==> config.mk <==
export PLATFORM = sky130hd
export DESIGN_NAME = mult_div_unit
export DESIGN_NICKNAME = d
export VERILOG_FILES = /design/src/rtl/mult_div_unit_pkg.sv /design/src/rtl/mult_div_unit.sv
export SDC_FILE = /design/constraint.sdc
export NUM_CORES = 1
export LEC_CHECK = 0
export CAP_MARGIN = 30
export CORE_UTILIZATION = 54
export CTS_CLUSTER_SIZE = 8
export DETAILED_ROUTE_END_ITERATION = 6
export PLACE_DENSITY = 0.87
export REMOVE_ABC_BUFFERS = 1
export SLEW_MARGIN = 20
export SYNTH_ARGS = -nofsm -noshare
export SYNTH_HDL_FRONTEND = slang
export SYNTH_SLANG_ARGS = --single-unit
==> constraint.sdc <==
create_clock -name clk -period 3 [get_ports clk]
set_clock_uncertainty 0.05 [all_clocks]
set_input_delay 0.3 -clock clk [delete_from_list [all_inputs] [get_ports clk]]
set_output_delay 0.3 -clock clk [all_outputs]
set_load 0.01 [all_outputs]
==> src/rtl/mult_div_unit_pkg.sv <==
// Shared types and constants for the iterative multiply/divide unit.
package mult_div_unit_pkg;

    typedef enum logic [1:0] {
        IDLE = 2'd0,
        CALC = 2'd1,
        FIX  = 2'd2,
        DONE = 2'd3
    } md_state_t;

    typedef enum logic {
        MD_MUL = 1'b0,
        MD_DIV = 1'b1
    } md_op_t;

    localparam int unsigned MD_ITER = 32;

endpackage

==> src/rtl/mult_div_unit.sv <==
// Iterative 32-bit MULT/MULTU/DIV/DIVU unit holding the architectural Hi/Lo registers.
// Shift-add multiply and restoring divide on magnitudes, sign-corrected in FIX.
module mult_div_unit
    import mult_div_unit_pkg::*;
(
    input  logic        clk,
    input  logic        reset_n,
    input  logic        start,
    input  logic        op,
    input  logic        is_signed,
    input  logic [31:0] A,
    input  logic [31:0] B,
    output logic [31:0] Hi,
    output logic [31:0] Lo,
    output logic        busy,
    output logic        done,
    output logic        div_zero
);

    md_state_t   r_state, w_state_nxt;
    md_op_t      r_op;
    logic        r_neg_q, r_neg_r, r_dz;
    logic [4:0]  r_cnt;
    logic [31:0] r_opnd;
    logic [63:0] r_acc;
    logic [31:0] r_hi, r_lo;

    logic [31:0] w_abs_a, w_abs_b;
    logic [32:0] w_mul_sum;
    logic [32:0] w_rem_trial;
    logic        w_rem_ge;
    logic [31:0] w_rem_sub;
    logic [63:0] w_acc_nxt;
    logic [63:0] w_prod;
    logic [31:0] w_quo, w_rem;
    logic [31:0] w_fix_hi, w_fix_lo;

    always_comb begin
        w_abs_a = (is_signed && A[31]) ? (32'd0 - A) : A;
        w_abs_b = (is_signed && B[31]) ? (32'd0 - B) : B;
    end

    // r_opnd is the multiplicand for MUL and the divisor for DIV
    always_comb begin
        w_mul_sum   = {1'b0, r_acc[63:32]} + {1'b0, (r_acc[0] ? r_opnd : 32'd0)};
        w_rem_trial = r_acc[63:31];
        w_rem_ge    = (w_rem_trial >= {1'b0, r_opnd});
        w_rem_sub   = w_rem_trial[31:0] - r_opnd;
        w_acc_nxt   = '0;
        if (r_op == MD_MUL)
            w_acc_nxt = {w_mul_sum, r_acc[31:1]};
        else if (w_rem_ge)
            w_acc_nxt = {w_rem_sub, r_acc[30:0], 1'b1};
        else
            w_acc_nxt = {r_acc[62:0], 1'b0};
    end

    always_comb begin
        w_prod = r_neg_q ? (64'd0 - r_acc) : r_acc;
        w_quo  = r_neg_q ? (32'd0 - r_acc[31:0]) : r_acc[31:0];
        w_rem  = r_neg_r ? (32'd0 - r_acc[63:32]) : r_acc[63:32];
        if (r_op == MD_MUL) begin
            w_fix_hi = w_prod[63:32];
            w_fix_lo = w_prod[31:0];
        end else begin
            w_fix_hi = w_rem;
            w_fix_lo = w_quo;
        end
    end

    // A divide by zero still spends one cycle in CALC so DONE lands at N+1
    always_comb begin
        w_state_nxt = r_state;
        case (r_state)
            IDLE: if (start) w_state_nxt = CALC;
            CALC: begin
                if (r_dz)
                    w_state_nxt = DONE;
                else if (r_cnt == 5'(MD_ITER - 1))
                    w_state_nxt = FIX;
            end
            FIX:  w_state_nxt = DONE;
            DONE: w_state_nxt = IDLE;
            default: w_state_nxt = IDLE;
        endcase
    end

    always_ff @(posedge clk or negedge reset_n) begin
        if (!reset_n)
            r_state <= IDLE;
        else
            r_state <= w_state_nxt;
    end

    always_ff @(posedge clk or negedge reset_n) begin
        if (!reset_n) begin
            r_op    <= MD_MUL;
            r_neg_q <= 1'b0;
            r_neg_r <= 1'b0;
            r_dz    <= 1'b0;
            r_cnt   <= '0;
            r_opnd  <= '0;
            r_acc   <= '0;
            r_hi    <= '0;
            r_lo    <= '0;
        end else begin
            case (r_state)
                IDLE: if (start) begin
                    r_op    <= md_op_t'(op);
                    r_cnt   <= '0;
                    r_neg_q <= is_signed & (A[31] ^ B[31]);
                    r_neg_r <= is_signed & A[31];
                    r_dz    <= op & (B == 32'd0);
                    r_opnd  <= op ? w_abs_b : w_abs_a;
                    r_acc   <= {32'd0, (op ? w_abs_a : w_abs_b)};
                end
                CALC: begin
                    r_acc <= w_acc_nxt;
                    r_cnt <= r_cnt + 5'd1;
                end
                FIX: begin
                    r_hi <= w_fix_hi;
                    r_lo <= w_fix_lo;
                end
                default: ;
            endcase
        end
    end

    assign Hi       = r_hi;
    assign Lo       = r_lo;
    assign busy     = (r_state == CALC) || (r_state == FIX);
    assign done     = (r_state == DONE);
    assign div_zero = (r_state == DONE) && r_dz;

endmodule

### Word level (Yosys, flattened, before mapping)

Index checks and enable logic that the tools add are counted.

| storage, ports and cells | value |
|---|---|
| word-level logic and storage cells | 59 |
| output and inout port bits | 67 |
| flip-flop bits (word level) | 171 |
| input port bits | 69 |

| operators by class | value |
|---|---|
| add/sub/neg operators | 8 |
| muxes and demuxes | 20 |
| equality and inequality tests | 6 |
| reduce and logical (&&, ||, !) cells | 10 |
| bitwise operators | 4 |
| magnitude comparators | 1 |

Operators by type and width:

| operator | number |
|---|---|
| $mux W32 | 9 |
| $mux W64 | 4 |
| $pmux W64 S2 | 1 |
| $sub A1 B32 Y32 const A | 4 |
| $sub A1 B64 Y64 const A | 1 |
| $add A32 B32 Y33 | 1 |
| $ge A33 B32 Y1 | 1 |
| $logic_not A32 Y1 | 1 |
| $sub A32 B32 Y32 | 1 |
| $pmux W5 S2 | 1 |
| $pmux W2 S4 | 1 |
| $mux W2 | 3 |
| $reduce_and A2 Y1 | 3 |
| $add A5 B1 Y5 const B | 1 |
| $eq A5 B5 Y1 const B | 1 |
| $mux W5 | 1 |
| $eq A2 B2 Y1 const B | 2 |
| $and A1 B1 Y1 | 3 |
| $logic_and A1 B1 Y1 | 3 |
| $ne A3 B3 Y1 const B | 1 |
| $eq A2 B1 Y1 const B | 1 |
| $logic_not A2 Y1 | 1 |
| $ne A2 B2 Y1 const B | 1 |
| $reduce_bool A2 Y1 | 1 |
| other kinds (2) | 2 |

### Logic depth before layout (Yosys ltp)

Gate-level depths: netlist of run 1.

| logic depth | value |
|---|---|
| depth in word-level cells | 5 |
| depth in mapped cells | 14 |
| depth with buffers taken out | 13 |

### Worst setup path before layout of run 1

Ideal clock, no wire load.

| timing path | value |
|---|---|
| path type | register to register |
| start point | reg r_acc[0] |
| end point | reg r_acc[60] |
| stages on the path, launching flop included | 14 |
| path slack | -0.207 ns |
| arrival time | 3.024 ns |
| library setup time | 0.133 ns |
| clock period less this slack | 3.207 ns |
| cells stage by stage | dfrtp_1 inv_1 clkbuf_1 nor2_1 ha_1 a211oi_1 o211ai_1 a311oi_1 o31ai_1 nor4_1 o31ai_1 xor2_1 a22oi_1 o21ai_0 |

| between the ends | value |
|---|---|
| longest elaborated chain between the ends | 4 |

RTL lines:

| item | RTL line | text |
|---|---|---|
| from (decl) | mult_div_unit.sv:25 | `logic [63:0] r_acc;` |
| from (signal assigned) | mult_div_unit.sv:115 | `r_acc <= {32'd0, (op ? w_abs_a : w_abs_b)};` |
| from (signal assigned) | mult_div_unit.sv:118 | `r_acc <= w_acc_nxt;` |
| $mux W32 | mult_div_unit.sv:45 | `w_mul_sum = {1'b0, r_acc[63:32]} + {1'b0, (r_acc[0] ? r_opnd : 32'd0)};` |
| $add A32 B32 Y33 | mult_div_unit.sv:45 |  |
| $mux W64 | mult_div_unit.sv:50 | `if (r_op == MD_MUL)` |
| $pmux W64 S2 | mult_div_unit.sv:107 | `case (r_state)` |

No other way between the ends.
A chain may end at the register's enable or synchronous reset.

### Worst setup path after layout of run 1

Ends and elaborated chain as after synthesis.

==> flow_metrics.tcl, run 1 <==
set metrics [dict create \
    fin_crit_ns 3.24 \
    grt_use_met3_pct 5.20 \
    cts_made_buffers 17 \
    die_area_um2 27800 \
    grt_pass1_vias 16100 \
    holdCritPathClass "in -> async" \
    power_density_nw_per_um2 1130 \
    relSlewSlack_pct 35.7 \
    netlist_top_cells_area "dfrtp_1 29%, a21oi_1 8.4%, ha_1 6.3%" \
    cts_tree "yes" \
    ys.flop_type "dfrtp_1" \
    syn_inst 1886 \
    core_area_um2 26400 \
    synth-seq-cells 171 \
    initial_core_util_pct 55.7 \
    port_buffers 135 \
    ant_nets 0 \
    timing.final.ws_setup_ns -0.242 \
    htree_levels 4 \
    synth_cell_types 75 \
    netlist.area_leader.share_pct 29.2 \
    top_usage_layer "met2" \
    fin_hold_ws_ns 0.371 \
    cap_violations 0 \
    period_share_pct 108 \
    cp_max_fo 5 \
    grt_use_met2_pct 66.9 \
    grt_pass1_wl_um 85900 \
    fin_nets 2451 \
    syn_area_per_cell_um2 7.78 \
    crit_required_ns 3.29 \
    outcome "finished with violations" \
    drt-vias-per-instance 6.47 \
    finalSetupViolCount 24 \
    drt_first_iter_violations 2129 \
    yosysSeqAreaShare_pct 29.2 \
    end_kind "register" \
    syn_area_um2 14700 \
    ir_drop_v 0.000531 \
    avgRoutedWirePerCell_um 21.7 \
    clockBufferDepth 2 \
    ys_async_sr_fraction_pct 100 \
    rsz0062_at_grt "yes" \
    path_clk_slew_ns 0.09 \
    rows 59 \
    hpwlAfterDp_um 40600 \
    violations "setup timing" \
    hold_viol 0 \
    clock_latency_ns 0.46 \
    vias 17200 \
    timing.rr.start "r_acc[0]" \
    tightestPinTransition_ns 0.964 \
    drive_gt1_share_pct 27.0 \
    synth-edff-count 0 \
    synth_most_common_cell "a21oi_1" \
    finalWirelength_um 57600 \
    drt-pass1-iter-count 6 \
    pre_cts_slack_ns -0.450 \
    fillers 1742 \
    grt_max_degree 99 \
    worst_setup_path_start_kind "register" \
    die_y_um 167 \
    r2r_setup_slack_ns -0.24 \
    postLayoutCoreUtil_pct 78.5 \
    total_power_w 0.0234 \
    grt_use_total_pct 39.0 \
    gp_congestion 1.07 \
    antenna_found_initial 1 \
    syn2layout_area_growth_pct 41.1 \
    timing.rr.end "r_acc[60]" \
    worstSetupPathType "reg -> reg" \
    yosys_warnings 0 \
    grtUsageMet1_pct 48.4 \
    max_freq_ghz 0.308 \
    overflow 0 \
    drc 0 \
    synth_top_area_cell "dfrtp_1" \
    clockRootBuffer "clkbuf_16" \
    die_w_um 167 \
    crit_arrival_ns 3.53 \
    io_pins 136 \
    p_leak_nw 9.22 \
    r2r.worst_path.cells 16 \
    synthTopCellsByCount "247 x a21oi_1, 242 x nor2_1, 171 x dfrtp_1, 154 x o21ai_0, 134 x nand2_1" \
    cts.sinks 171 \
    slew_violations 0 \
]
[how the worst max path moves through the flow]
stage	to	startpoint	slack [ns]
after detailed placement	r_acc[59]	r_acc[0]	-0.45
after global placement	r_acc[59]	r_acc[0]	-0.34
after global routing	r_acc[56]	r_acc[0]	-0.34
final	r_acc[60]	r_acc[0]	-0.24
after floorplan	r_acc[20]	r_state[1]	-1.84
after CTS	r_acc[56]	r_acc[0]	-0.06
[worst max-delay path, cell delays in order, from the launching register on]
cell and delay, ns:
dfrtp_2 0.48, clkinvlp_4 0.16, nor2_1 0.07, ha_1 0.35
o211ai_1 0.19, a211oi_2 0.30, buf_4 0.17, a311oi_2 0.08
buf_4 0.17, buf_4 0.13, o31ai_4 0.22, nor4_2 0.06
buf_4 0.16, o31ai_4 0.22, xor2_1 0.09, a22oi_1 0.14
o21ai_1 0.09
[flip-flops by register name (all words and copies together) (netlist names)]
name     cells
r_opnd      32
Lo          32
Hi          32
r_neg_r      1
r_cnt        5
r_dz         1
r_op         1
r_acc       64
r_state      2
r_neg_q      1
[metrics by stage]
stage / setup TNS [ns] / area (µm²) / std cells
floorplan: -84.61 / 14300 / 1779
global placement: -9.58 / 18500 / 2573
detailed placement: -15.03 / 18500 / 2573
CTS: -0.227 / 19700 / 2621
global route: -5.63 / 20700 / 2654
finish: -2.67 / 20700 / 2655
[power breakdown]
| group | total, W | internal (W) | switching [W] | leakage, nW |
|---|---|---|---|---|
| Clock | 0.00233 | 0.00113 | 0.00121 | 0.293 |
| Combinational | 0.0168 | 0.00757 | 0.00927 | 6.86 |
| Sequential | 0.00424 | 0.00333 | 0.000914 | 2.07 |
[cells in the final DEF, fill, tap and decap left out, drive strengths merged, types with 18 or more instances in the layout]
cell type / count
nor4: 18
buf: 372
nor2: 242
nor3: 40
mux2: 29
xor2: 87
a21oi: 247
nand2: 135
mux2i: 40
inv: 88
o31ai: 20
a21o: 24
nand3: 37
o21ai: 158
a211oi: 27
a22oi: 23
clkbuf: 18
o41ai: 19
ha: 74
xnor2: 88
dfrtp: 171
clkdlybuf4s50: 133
nand2b: 19
or4: 19
[layer usage]
metal	part of all wire, %	wire length, µm	vias up
met1	37	21600	8036
met5	0	0	-
met4	6.8	3890	0
met2	46	26700	1191
li1	-	-	7610
met3	9.5	5460	335
[repair_timing]
| action | in CTS | in global routing |
|---|---|---|
| setup buffers | 15 | 34 |
| pin swaps | 52 | 83 |
| endpoints found under the setup margin | 64 | 65 |
| resized for setup | 103 | 176 |
| endpoints found under the hold margin | 69 | 0 |
| gates cloned | 1 | 1 |
| hold buffers | 1 | 0 |
[kinds of logic after synthesis]
group,count (synthesis),synth area share [%]
buf+inv,190,4.94
fa+ha+maj,76,6.59
mux,69,4.96
compound gates,625,25.6
simple gates,580,18.3
flops,171,29.2
xor+xnor,175,10.4
[final cells by class]
class,count,area (µm²),share of cell area (%)
clock inverters,15,175,0.846
diodes,1,2.50,0.0121
well taps,335,419,2.03
repair inverters,1,7.51,0.0363
inverters,83,317,1.53
clock buffers,17,425,2.06
multi-input cells,1525,10700,51.9
repair buffers,507,4320,20.9
flip-flops and latches,171,4280,20.7
Note: power is estimated with default switching activity, not from simulation.
==> run 2: changes to the inputs <==
--- a/config.mk
+++ b/config.mk
@@ -9,6 +9,7 @@
 export CORE_UTILIZATION = 54
 export CTS_CLUSTER_SIZE = 8
 export DETAILED_ROUTE_END_ITERATION = 6
+export MAX_ROUTING_LAYER = met4
 export PLACE_DENSITY = 0.87
 export REMOVE_ABC_BUFFERS = 1
 export SLEW_MARGIN = 20
==> run 2 against run 1 <==
The flow still finishes with violations (setup timing); flip-flop and latch count is the same; critical endpoint is now r_acc[59]; routed wire length is essentially flat; die area is the same; hold slack gained 0.035 ns; combinational power is essentially flat; design area shrank 0.77%; sequential share of layout area grew 0.17 points; critical path depth shrank 1; setup slack lost 0.13 ns; register-to-register slack lost 0.13 ns; count of clock-buffer cells in the layout is the same.
==> flow_metrics.tcl, run 2 (same netlist as run 1, synthesis figures left out) <==
set metrics [dict create \
    crit_buf_inv 4 \
    fin_area_um2 20500 \
    fin_hold_ws_ns 0.406 \
    cp_top_family "compound AO/OA/AOI/OAI gates" \
    r2r_setup_slack_ns -0.37 \
    drt_first_iter_violations 1817 \
    die_w_um 167 \
    max_freq_ghz 0.297 \
    hold_viol 0 \
    gp_congestion 1.05 \
    holdCritPathClass "in -> async" \
    cap_violations 0 \
    crit_chain "inv_4 -> buf_6 -> nor2_1 -> ha_1 -> buf_4 -> nand3_1 -> o211ai_1 -> buf_4 -> a21oi_1 -> o2111a_2 -> o31ai_4 -> a21boi_2 -> xnor2_1 -> a222oi_1 -> o21ai_1" \
    hpwlAfterDp_um 41300 \
    power_density_nw_per_um2 1140 \
    finalSetupViolCount 45 \
    clock_latency_ns 0.46 \
    overflow 0 \
    avgRoutedWirePerCell_um 21.6 \
    fin_crit_ns 3.37 \
    htree_levels 4 \
    crit_slowest_cell "dfrtp_2" \
    end_kind "register" \
    p_leak_nw 9.17 \
    layout_common_cells "361 x buf_4, 235 x nor2_1, 226 x a21oi_1" \
    drive_gt1_share_pct 25.8 \
    slew_violations 0 \
    relSlewSlack_pct 40.7 \
    crit_top_cell "buf_4" \
    placed_cell_area_um2 18700 \
    crit_required_ns 3.26 \
    p_int_w 0.0120 \
    largest_reg_flops 64 \
    tightestPinTransition_ns 0.889 \
    drt-pass1-iter-count 5 \
    antenna_found_initial 0 \
    worstSetupPathType "reg -> reg" \
    postLayoutCoreUtil_pct 77.9 \
    initial_core_util_pct 55.7 \
    grt_max_degree 72 \
    p_clk_share_pct 10.3 \
    num_antenna_cells 0 \
    path_clk_slew_ns 0.09 \
    top_register "r_acc" \
    cts_made_buffers 17 \
    timing.rr.end "r_acc[59]" \
    die_y_um 167 \
    outcome "finished with violations" \
    die_area_um2 27800 \
    rsz0062_at_grt "yes" \
    swShare_pct 48.6 \
    clockBufferDepth 2 \
    finalWirelength_um 57600 \
    core_area_um2 26400 \
    drc 0 \
    clockRootBuffer "clkbuf_16" \
    r2r.worst_path.cells 15 \
    cts.sinks 171 \
    drt-vias-per-instance 6.40 \
    worst_setup_path_start_kind "register" \
    timing.rr.start "r_acc[0]" \
    syn2layout_area_growth_pct 40.0 \
    violations "setup timing" \
    combPwrFrac_pct 71.8 \
    fin_nets 2459 \
    slowest_delay_ns 0.48 \
    final_common_cell "buf_4" \
    period_share_pct 112 \
    timing.final.ws_setup_ns -0.369 \
    power_switching_w 0.0114 \
    grt_pass1_vias 16300 \
    total_power_w 0.0234 \
    cts_tree "yes" \
    grt_use_total_pct 41.1 \
    p_seq_share_pct 17.9 \
    ant_nets 0 \
    grt_pass1_wl_um 87600 \
    port_buffers 135 \
    crit_arrival_ns 3.63 \
    cp_max_fo 5 \
    ir_drop_v 0.000702 \
    rows 59 \
    io_pins 136 \
    vias 17000 \
]
==> run 2: cell types whose count changed in the layout (fill, tap and decap cells not counted), moves of 4 or more <==
| cell | before | now |
|---|---|---|
| buf_4 | 342 | 361 |
| o21ai_2 | 22 | 10 |
| buf_6 | 23 | 12 |
| o21ai_1 | 22 | 31 |
| nand2_1 | 124 | 129 |
| nor2_2 | 9 | 4 |
| a21oi_1 | 222 | 226 |
| a21oi_2 | 21 | 17 |
| nor2_1 | 231 | 235 |
==> run 2: worst max path at each step <==
stage / start / end / slack, ns / depth (start not counted)
2_1_floorplan: r_state[1] / r_acc[20] / -1.84 / 6
5_1_grt: r_acc[0] / r_acc[59] / -0.49 / 15
4_1_cts: r_acc[0] / r_acc[59] / -0.10 / 14
3_5_place_dp: B[9] / r_acc[30] / -0.39 / 9
3_3_place_gp: r_acc[0] / r_acc[59] / -0.37 / 14
6_report: r_acc[0] / r_acc[59] / -0.37 / 15
==> run 2: stage by stage <==
step	TNS [ns]	cells	worst slack, ns
final	-5.40	2662	-0.369
after global routing	-10.57	2662	-0.494
after CTS	-0.528	2644	-0.105
after detailed placement	-15.77	2592	-0.393
after global placement	-11.42	2592	-0.369
after floorplan	-84.61	1779	-1.84
==> run 2: power groups by stage <==
stage / Combinational (W) / Sequential [W] / Clock [W]
2_1_floorplan: 0.00770 / 0.00445 / 0
3_3_place_gp: 0.0142 / 0.00406 / 0
3_5_place_dp: 0.0146 / 0.00413 / 0
4_1_cts: 0.0154 / 0.00412 / 0.00237
5_1_grt: 0.0178 / 0.00428 / 0.00248
6_report: 0.0168 / 0.00419 / 0.00240
==> run 2: timing repair <==
action | 4_1_cts | 5_1_grt
hold buffers | 1 | 0
resized for setup | 113 | 109
endpoints found under the hold margin | 67 | 0
endpoints found under the setup margin | 66 | 61
cloned | 2 | 1
buffers inserted | 18 | 18
pin swaps | 47 | 49
==> run 2: per-layer routing <==
metal	vias to the layer above	share of wire (%)	track usage [%]	wire, µm
met5	-	0	-	0
met4	0	5.4	19.6	3110
met3	256	9.2	6.99	5280
met2	1063	47	67.2	27100
met1	8094	38	49.4	22200
li1	7631	-	-	-
==> run 2: final cells by class <==
type	instances	area (µm²)
Clock buffer	17	425
Clock inverter	15	189
Fill cell	1753	5820
Inverter	83	314
Multi-Input combinational cell	1525	10500
Sequential cell	171	4280
Tap cell	335	419
Timing Repair Buffer	515	4350
Timing Repair inverter	1	7.51
